### src/rtl/multicycle_control.sv
`default_nettype none
// ============================================================================
//  Module      : multicycle_control
//  Description : Multicycle processor control FSM. Walks each instruction
//                through FETCH -> DECODE -> EXEC [-> MEM] [-> WB] and drives
//                the datapath control lines. The PC enable (en) pulses once
//                per instruction, in its last cycle.
//  Revision    : 1.0 - initial release
// ----------------------------------------------------------------------------
//  Parameters
//    OP_W     opcode width, taken from instr[31:32-OP_W]
//    FUNC_W   ALU function code width
//  Ports
//    clk       in   clock, rising edge
//    reset     in   synchronous active-high reset
//    instr     in   current instruction (stable while PC is not enabled)
//    zero      in   ALU zero flag, consulted only in EXEC of beq/bne
//    en        out  PC write enable, one-cycle pulse at instruction end
//    PC_sel    out  0: PC+4, 1: PC+4+(immed<<2)
//    RFsel_wr  out  RF write data select, 0: ALU_out, 1: MEM_out
//    RFsel_B   out  RF port B address, 0: instr[15:11], 1: instr[20:16]
//    RFwr_en   out  register file write enable
//    ALUsel_B  out  ALU operand B, 0: RF_B, 1: immediate
//    MEMwr_en  out  data memory write enable
//    func      out  ALU function code
//    illegal   out  sticky undefined-opcode flag
//  Configuration macro
//    ILLEGAL_TRAP_EN  defined  : undefined opcode traps into HALT (illegal=1),
//                                left only by reset
//                     undefined: undefined opcode executes as a NOP
// ============================================================================
module multicycle_control #(
    parameter int OP_W   = 6,
    parameter int FUNC_W = 4
) (
    input  logic              clk,
    input  logic              reset,
    input  logic [31:0]       instr,
    input  logic              zero,
    output logic              en,
    output logic              PC_sel,
    output logic              RFsel_wr,
    output logic              RFsel_B,
    output logic              RFwr_en,
    output logic              ALUsel_B,
    output logic              MEMwr_en,
    output logic [FUNC_W-1:0] func,
    output logic              illegal
);

    // ------------------------------------------------------------------
    // State encoding
    // ------------------------------------------------------------------
    localparam logic [2:0] c_S_FETCH  = 3'd0;
    localparam logic [2:0] c_S_DECODE = 3'd1;
    localparam logic [2:0] c_S_EXEC   = 3'd2;
    localparam logic [2:0] c_S_MEM    = 3'd3;
    localparam logic [2:0] c_S_WB     = 3'd4;
    localparam logic [2:0] c_S_HALT   = 3'd5;

    // ------------------------------------------------------------------
    // Opcodes
    // ------------------------------------------------------------------
    localparam logic [OP_W-1:0] c_OP_RTYPE = 6'b100000;
    localparam logic [OP_W-1:0] c_OP_LI    = 6'b111000;
    localparam logic [OP_W-1:0] c_OP_LUI   = 6'b111001;
    localparam logic [OP_W-1:0] c_OP_ADDI  = 6'b110000;
    localparam logic [OP_W-1:0] c_OP_NANDI = 6'b110010;
    localparam logic [OP_W-1:0] c_OP_ORI   = 6'b110011;
    localparam logic [OP_W-1:0] c_OP_B     = 6'b111111;
    localparam logic [OP_W-1:0] c_OP_BEQ   = 6'b000000;
    localparam logic [OP_W-1:0] c_OP_BNE   = 6'b000001;
    localparam logic [OP_W-1:0] c_OP_LB    = 6'b000011;
    localparam logic [OP_W-1:0] c_OP_SB    = 6'b000111;
    localparam logic [OP_W-1:0] c_OP_LW    = 6'b001111;
    localparam logic [OP_W-1:0] c_OP_SW    = 6'b011111;

    // ALU function codes
    localparam logic [FUNC_W-1:0] c_FN_ADD  = 4'b0000;
    localparam logic [FUNC_W-1:0] c_FN_SUB  = 4'b0001;
    localparam logic [FUNC_W-1:0] c_FN_OR   = 4'b0011;
    localparam logic [FUNC_W-1:0] c_FN_NAND = 4'b0101;

    // ------------------------------------------------------------------
    // Registers
    // ------------------------------------------------------------------
    logic [2:0]        r_state;
    logic [OP_W-1:0]   r_op;
    logic [FUNC_W-1:0] r_fn;

    // Opcode field of the incoming instruction (only looked at in DECODE)
    logic [OP_W-1:0] w_instr_op;
    assign w_instr_op = instr[31:32-OP_W];

    // Middle instruction bits belong to the datapath, not to control
    logic w_unused_instr;
    assign w_unused_instr = &{1'b0, instr[31-OP_W:FUNC_W]};

    function automatic logic f_is_known(input logic [OP_W-1:0] op);
        case (op)
            c_OP_RTYPE, c_OP_LI, c_OP_LUI, c_OP_ADDI, c_OP_NANDI, c_OP_ORI,
            c_OP_B, c_OP_BEQ, c_OP_BNE, c_OP_LB, c_OP_SB, c_OP_LW, c_OP_SW:
                f_is_known = 1'b1;
            default:
                f_is_known = 1'b0;
        endcase
    endfunction

    // ------------------------------------------------------------------
    // Classification of the latched opcode
    // ------------------------------------------------------------------
    logic w_is_rtype, w_is_addlike, w_is_nandi, w_is_ori;
    logic w_is_b, w_is_beq, w_is_bne, w_is_load, w_is_store;
    logic w_is_branch, w_is_known;

    assign w_is_rtype   = (r_op == c_OP_RTYPE);
    assign w_is_addlike = (r_op == c_OP_LI) || (r_op == c_OP_LUI) || (r_op == c_OP_ADDI);
    assign w_is_nandi   = (r_op == c_OP_NANDI);
    assign w_is_ori     = (r_op == c_OP_ORI);
    assign w_is_b       = (r_op == c_OP_B);
    assign w_is_beq     = (r_op == c_OP_BEQ);
    assign w_is_bne     = (r_op == c_OP_BNE);
    assign w_is_load    = (r_op == c_OP_LB) || (r_op == c_OP_LW);
    assign w_is_store   = (r_op == c_OP_SB) || (r_op == c_OP_SW);
    assign w_is_branch  = w_is_b || w_is_beq || w_is_bne;
    assign w_is_known   = f_is_known(r_op);

    // ------------------------------------------------------------------
    // State register
    // ------------------------------------------------------------------
    always_ff @(posedge clk) begin
        if (reset) begin
            r_state <= c_S_FETCH;
            r_op    <= '0;
            r_fn    <= '0;
        end else begin
            case (r_state)
                c_S_FETCH: begin
                    r_state <= c_S_DECODE;
                end
                c_S_DECODE: begin
                    r_op <= w_instr_op;
                    r_fn <= instr[FUNC_W-1:0];
`ifdef ILLEGAL_TRAP_EN
                    r_state <= f_is_known(w_instr_op) ? c_S_EXEC : c_S_HALT;
`else
                    r_state <= c_S_EXEC;
`endif
                end
                c_S_EXEC: begin
                    // Branches and (non-trapping) unknown opcodes finish here
                    if (w_is_branch || !w_is_known)
                        r_state <= c_S_FETCH;
                    else if (w_is_load || w_is_store)
                        r_state <= c_S_MEM;
                    else
                        r_state <= c_S_WB;
                end
                c_S_MEM: begin
                    r_state <= w_is_store ? c_S_FETCH : c_S_WB;
                end
                c_S_WB: begin
                    r_state <= c_S_FETCH;
                end
`ifdef ILLEGAL_TRAP_EN
                c_S_HALT: begin
                    r_state <= c_S_HALT;
                end
`endif
                default: begin
                    r_state <= c_S_FETCH;
                end
            endcase
        end
    end

    // ------------------------------------------------------------------
    // Output decode. Moore in (state, op, fn); PC_sel additionally looks
    // at zero. Everything is forced low while reset is high so that a reset
    // landing in MEM or WB cannot write anything.
    // ------------------------------------------------------------------
    logic w_alu_phase;
    assign w_alu_phase = (r_state == c_S_EXEC) || (r_state == c_S_MEM) || (r_state == c_S_WB);

    always_comb begin
        en       = 1'b0;
        PC_sel   = 1'b0;
        RFsel_wr = 1'b0;
        RFsel_B  = 1'b0;
        RFwr_en  = 1'b0;
        ALUsel_B = 1'b0;
        MEMwr_en = 1'b0;
        func     = c_FN_ADD;
        illegal  = 1'b0;

        // ALU controls are held from EXEC through WB
        if (w_alu_phase) begin
            if (w_is_rtype) begin
                func = r_fn;
            end else if (w_is_nandi) begin
                ALUsel_B = 1'b1;
                func     = c_FN_NAND;
            end else if (w_is_ori) begin
                ALUsel_B = 1'b1;
                func     = c_FN_OR;
            end else if (w_is_addlike || w_is_load || w_is_store) begin
                ALUsel_B = 1'b1;
                func     = c_FN_ADD;
            end else if (w_is_beq || w_is_bne) begin
                func = c_FN_SUB;
            end
            RFsel_B = w_is_beq || w_is_bne || w_is_store;
        end

        case (r_state)
            c_S_EXEC: begin
                if (w_is_branch) begin
                    en     = 1'b1;
                    PC_sel = w_is_b || (w_is_beq && zero) || (w_is_bne && !zero);
                end else if (!w_is_known) begin
                    en = 1'b1;
                end
            end
            c_S_MEM: begin
                if (w_is_store) begin
                    MEMwr_en = 1'b1;
                    en       = 1'b1;
                end
            end
            c_S_WB: begin
                RFwr_en  = 1'b1;
                en       = 1'b1;
                RFsel_wr = w_is_load;
            end
`ifdef ILLEGAL_TRAP_EN
            c_S_HALT: begin
                illegal = 1'b1;
            end
`endif
            default: begin
            end
        endcase

        if (reset) begin
            en       = 1'b0;
            PC_sel   = 1'b0;
            RFsel_wr = 1'b0;
            RFsel_B  = 1'b0;
            RFwr_en  = 1'b0;
            ALUsel_B = 1'b0;
            MEMwr_en = 1'b0;
            func     = c_FN_ADD;
            illegal  = 1'b0;
        end
    end

endmodule
`default_nettype wire

### config.mk
export PLATFORM = sky130hd
export DESIGN_NAME = multicycle_control
export DESIGN_NICKNAME = d
export VERILOG_FILES = /design/src/rtl/multicycle_control.sv
export SDC_FILE = /design/constraint.sdc
export NUM_CORES = 1
export LEC_CHECK = 0
export ABC_AREA = 1
export CAP_MARGIN = 10
export CELL_PAD_IN_SITES_DETAIL_PLACEMENT = 1
export CELL_PAD_IN_SITES_GLOBAL_PLACEMENT = 2
export CORE_MARGIN = 3
export CORE_UTILIZATION = 20
export CTS_BUF_LIST = sky130_fd_sc_hd__clkbuf_8
export CTS_CLUSTER_DIAMETER = 50
export CTS_CLUSTER_SIZE = 24
export DETAILED_ROUTE_END_ITERATION = 7
export HOLD_SLACK_MARGIN = 0.08
export PLACE_DENSITY_LB_ADDON = 0.1
export SYNTH_ARGS = -nofsm -noshare
export SYNTH_HDL_FRONTEND = slang
export SYNTH_SLANG_ARGS = --single-unit
### constraint.sdc
create_clock -name clk -period 1.67 [get_ports clk]
set_input_delay 0.501 -clock clk [delete_from_list [all_inputs] [get_ports clk]]
set_output_delay 0.501 -clock clk [all_outputs]
set_load 0.005 [all_outputs]
==> results by stage <==
Floorplanning:
- The die area is 0.005720 mm².
- For this design the top-level I/O count stands at 47.
- Once the floorplan was initialized, standard cells occupied between 20% and 30% of the core.
- The region available for standard cell placement spans 0.004504 mm².
- From bottom edge to top edge, the die measures 75.63 µm.
- The number of cell rows is 24.
- The die boundary width is 75.63 µm.

Power and ir drop:
- Net switching is approximately 37% of the power.
- The share of total power dissipated in sequential elements is 28.9%.
- The peak ir drop on the vdd network is approximately 0.35 mV.
- Total power for the finished layout comes to 1.485 mW.
- The fraction of power consumed by the clock network is 23.9%.
- The switching power of the nets is approximately 0.56 mW.
- The internal power of the cells is 0.9292 mW.
- The static leakage is a little over 0.9 nW.
- The power density over cell area is 798.2 mW/mm².
- The combinational group share of total power is a little under half.

Finish:
- The library cells used most frequently in the layout, excluding fill and tap cells, are buf_4, nand2_1, inv_1, nand3_1.
- The area of the multi-input gates is 753.2 µm².
- The area growth from synthesis to layout is 91.87%.
- With fillers left out, the area of the finished cells amounts to roughly 0.0019 mm².
- The share of layout cells above drive strength 1 is 56.17%.
- The library cell used most frequently in the layout, excluding fill and tap cells, is buf_4.
- The sequential cells in the finished layout cover a total of roughly 300 µm².
- After filler insertion, the fill cell instance count of the layout stands at 570.
- The number of antenna diodes in the final layout is 0.
- For this run, the number of standard cells in the final layout without fillers is 287.
- After the last flow step, the layout net total stands at 271.

Global routing:
- Entering global routing, the biggest net connects 15 pins.
- The total global routing track utilization is between 10% and 20%.
- For this run the aggregate overflow at the end of global routing stands at 0.
- The number of antenna violations at the first check in global routing is 0.
- The global-route wire length before repair is around 6.5 mm.
- The via count of the first global-routing pass is 1,448.

Logic synthesis:
- The netlist area before placement is 969.7 µm².
- The number of distinct library cell variants in the gate-level netlist after synthesis is 26.
- The number of nets produced by synthesis is 197.
- The sequential fraction of the synthesis area is slightly below 30%.
- The mean cell area of the mapped netlist is 5.986 µm².
- After technology mapping, the gate count stands at roughly 160.
- The number of synthesized register bits is 14.
- The count of synthesis-stage warnings from yosys is 0.

Place:
- After detailed placement, the design holds a cell count of 267.
- At the end of routability-driven placement, the weighted congestion stood at 0.8115.
- The half-perimeter wire length of the detailed placement result is 2.918 mm.
- The setup slack after placement is -0.7957 ns.
- Buffers placed on the I/O ports in this run total 23.
- The instance area after placement is 0.001493 mm².

STA:
- For the final database, setup skew stands at 0.003165 ns.
- Summed over all failing endpoints, the final setup total negative slack is -3.525 ns.
- The post-layout minimum cycle time is 2.074 ns.
- Setup repair after global routing could not meet its margin everywhere.
- After layout, the worst path uses 124.2% of the clock period.
- Timing would allow up to 482.1 MHz.
- The count of final max-slew check failures is 0.
- Setup slack on the critical path of the routed design comes to -0.4042 ns.
- The number of failing setup endpoints in the final timing report is 10.
- The final number of hold-violating endpoints came to 0.

Clock tree:
- The TritonCTS clock tree is built.
- The number of buffers on the longest clock path is 2.
- The latest clock arrival within the worst-skew pair is ~0.25 ns.
- The depth of the CTS H-tree is 1.
- The number of CTS-inserted buffers is 3.
- Clock-pin slew was measured on the worst setup and hold paths at 0.07 ns.
- The root buffer selected by CTS is clkbuf_8.
- CTS saw 14 sinks.

Run status:
- The run finished, with violations left.
- The final reports fail on negative setup slack.

Routing:
- In the routed layout, each cell is associated on average with a via count of around 4.5.
- The residual DRC count is 0.
- The routed wire length is around 4 mm.
- For this run, the detailed router's first-pass iteration total came to 4.
- The detail-routed net length per standard cell is 13.77 µm.
- The detailed router finished its first iteration with 21 violations.
- The total via count after detailed routing is 1,297.
- The antenna violation net count after detailed routing is 0.

Hold path:
- The tightest min-delay check is of the register to register type.

Critical path:
- STA classifies the critical path endpoint as an output port.
- For the worst setup path, the data arrival time is roughly 1.6 ns.
- The worst setup path is launched from a register.
- The biggest fanout along the worst timing path is 4.
- The classification of the worst setup path is register to output port.
- STA puts the critical path data required time at 1.17 ns.

Flow run:
- The number of max-cap violations is 0.
## routing by layer
layer  part of all wire, %  vias to the layer above  track usage [%]
li1                      -                      659                -
met1                    42                      617            16.65
met2                    54                       17            29.34
met4                   1.1                        0            4.078
met3                   2.8                        4            2.639
met5                     0                        -                0
## metrics by stage
stage	hold slack [ns]	util, %
5_1_grt	0.5065	41.31
6_report	0.4750	41.31
4_1_cts	0.4787	39.50
2_1_floorplan	0.4304	-
3_5_place_dp	0.4522	33.14
3_3_place_gp	0.4488	33.14
## critical path: stages (launching register included)
cell and delay, ns:
dfxtp_4 0.36, nor2_4 0.13, buf_6 0.11, nand4_1 0.20, inv_2 0.13, buf_6 0.11
nand2_4 0.04, a21oi_2 0.12, buf_2 0.12
## power groups by stage
stage	Combinational [mW]	Clock, mW	Sequential (mW)
4_1_cts	0.645	0.364	0.429
3_3_place_gp	0.495	0	0.419
6_report	0.701	0.355	0.429
2_1_floorplan	0.272	0	0.417
3_5_place_dp	0.506	0	0.420
5_1_grt	0.775	0.367	0.435
## layout make-up
type | instances | share of cell area [%]
inverter | 28 | 6.052
timing repair buffer | 73 | 30.93
tap | 52 | 3.497
multi-input combinational | 116 | 40.48
clock buffer | 4 | 2.959
sequential | 14 | 16.07
## registers in the layout, indices dropped and copies added (netlist names)
signal,count
r_state,3
r_fn,4
w_is_known,1
r_op,6
## worst paths after layout
kind	from	endpoint	slack (ns)	cells after the start
hold reg to reg	r_fn[3]	r_fn[3]	0.48	2
hold / removal	r_fn[3]	r_fn[3]	0.48	2
setup reg to reg	r_op[3]	r_state[0]	0.05	11
setup / recovery	r_op[3]	func[1]	-0.40	8
## cell usage after synthesis, drive strengths merged
master / count / area share, %
clkbuf: 1 / 0.39
conb: 1 / 0.39
nor2: 18 / 7.7
buf: 3 / 2.5
a21oi: 12 / 6.2
nand4: 2 / 1.3
a31oi: 1 / 0.65
nand3: 18 / 11
or2: 1 / 0.65
inv: 28 / 11
mux2: 1 / 1.2
nand3b: 1 / 0.77
o211ai: 2 / 1.5
nor3: 7 / 3.6
nand2: 45 / 18
o21ai: 7 / 3.6
dfxtp: 14 / 29
## cell families (layout without fill, tap and decap cells)
| group | count (synthesis) | in the layout | synth area share, % |
|---|---|---|---|
| simple gates | 92 | 92 | 43.61 |
| flops | 14 | 14 | 28.90 |
| other cells | 1 | 1 | 0.3867 |
| buf+inv | 32 | 105 | 13.94 |
| compound gates | 22 | 22 | 12.00 |
| mux | 1 | 1 | 1.161 |
## timing repair
action,4_1_cts,5_1_grt
buffers inserted,13,3
pin swaps,21,13
resized for setup,106,16
hold buffers,0,0
cloned,0,0
endpoints found under the setup margin,12,14
(Power assumes the default switching activity.)
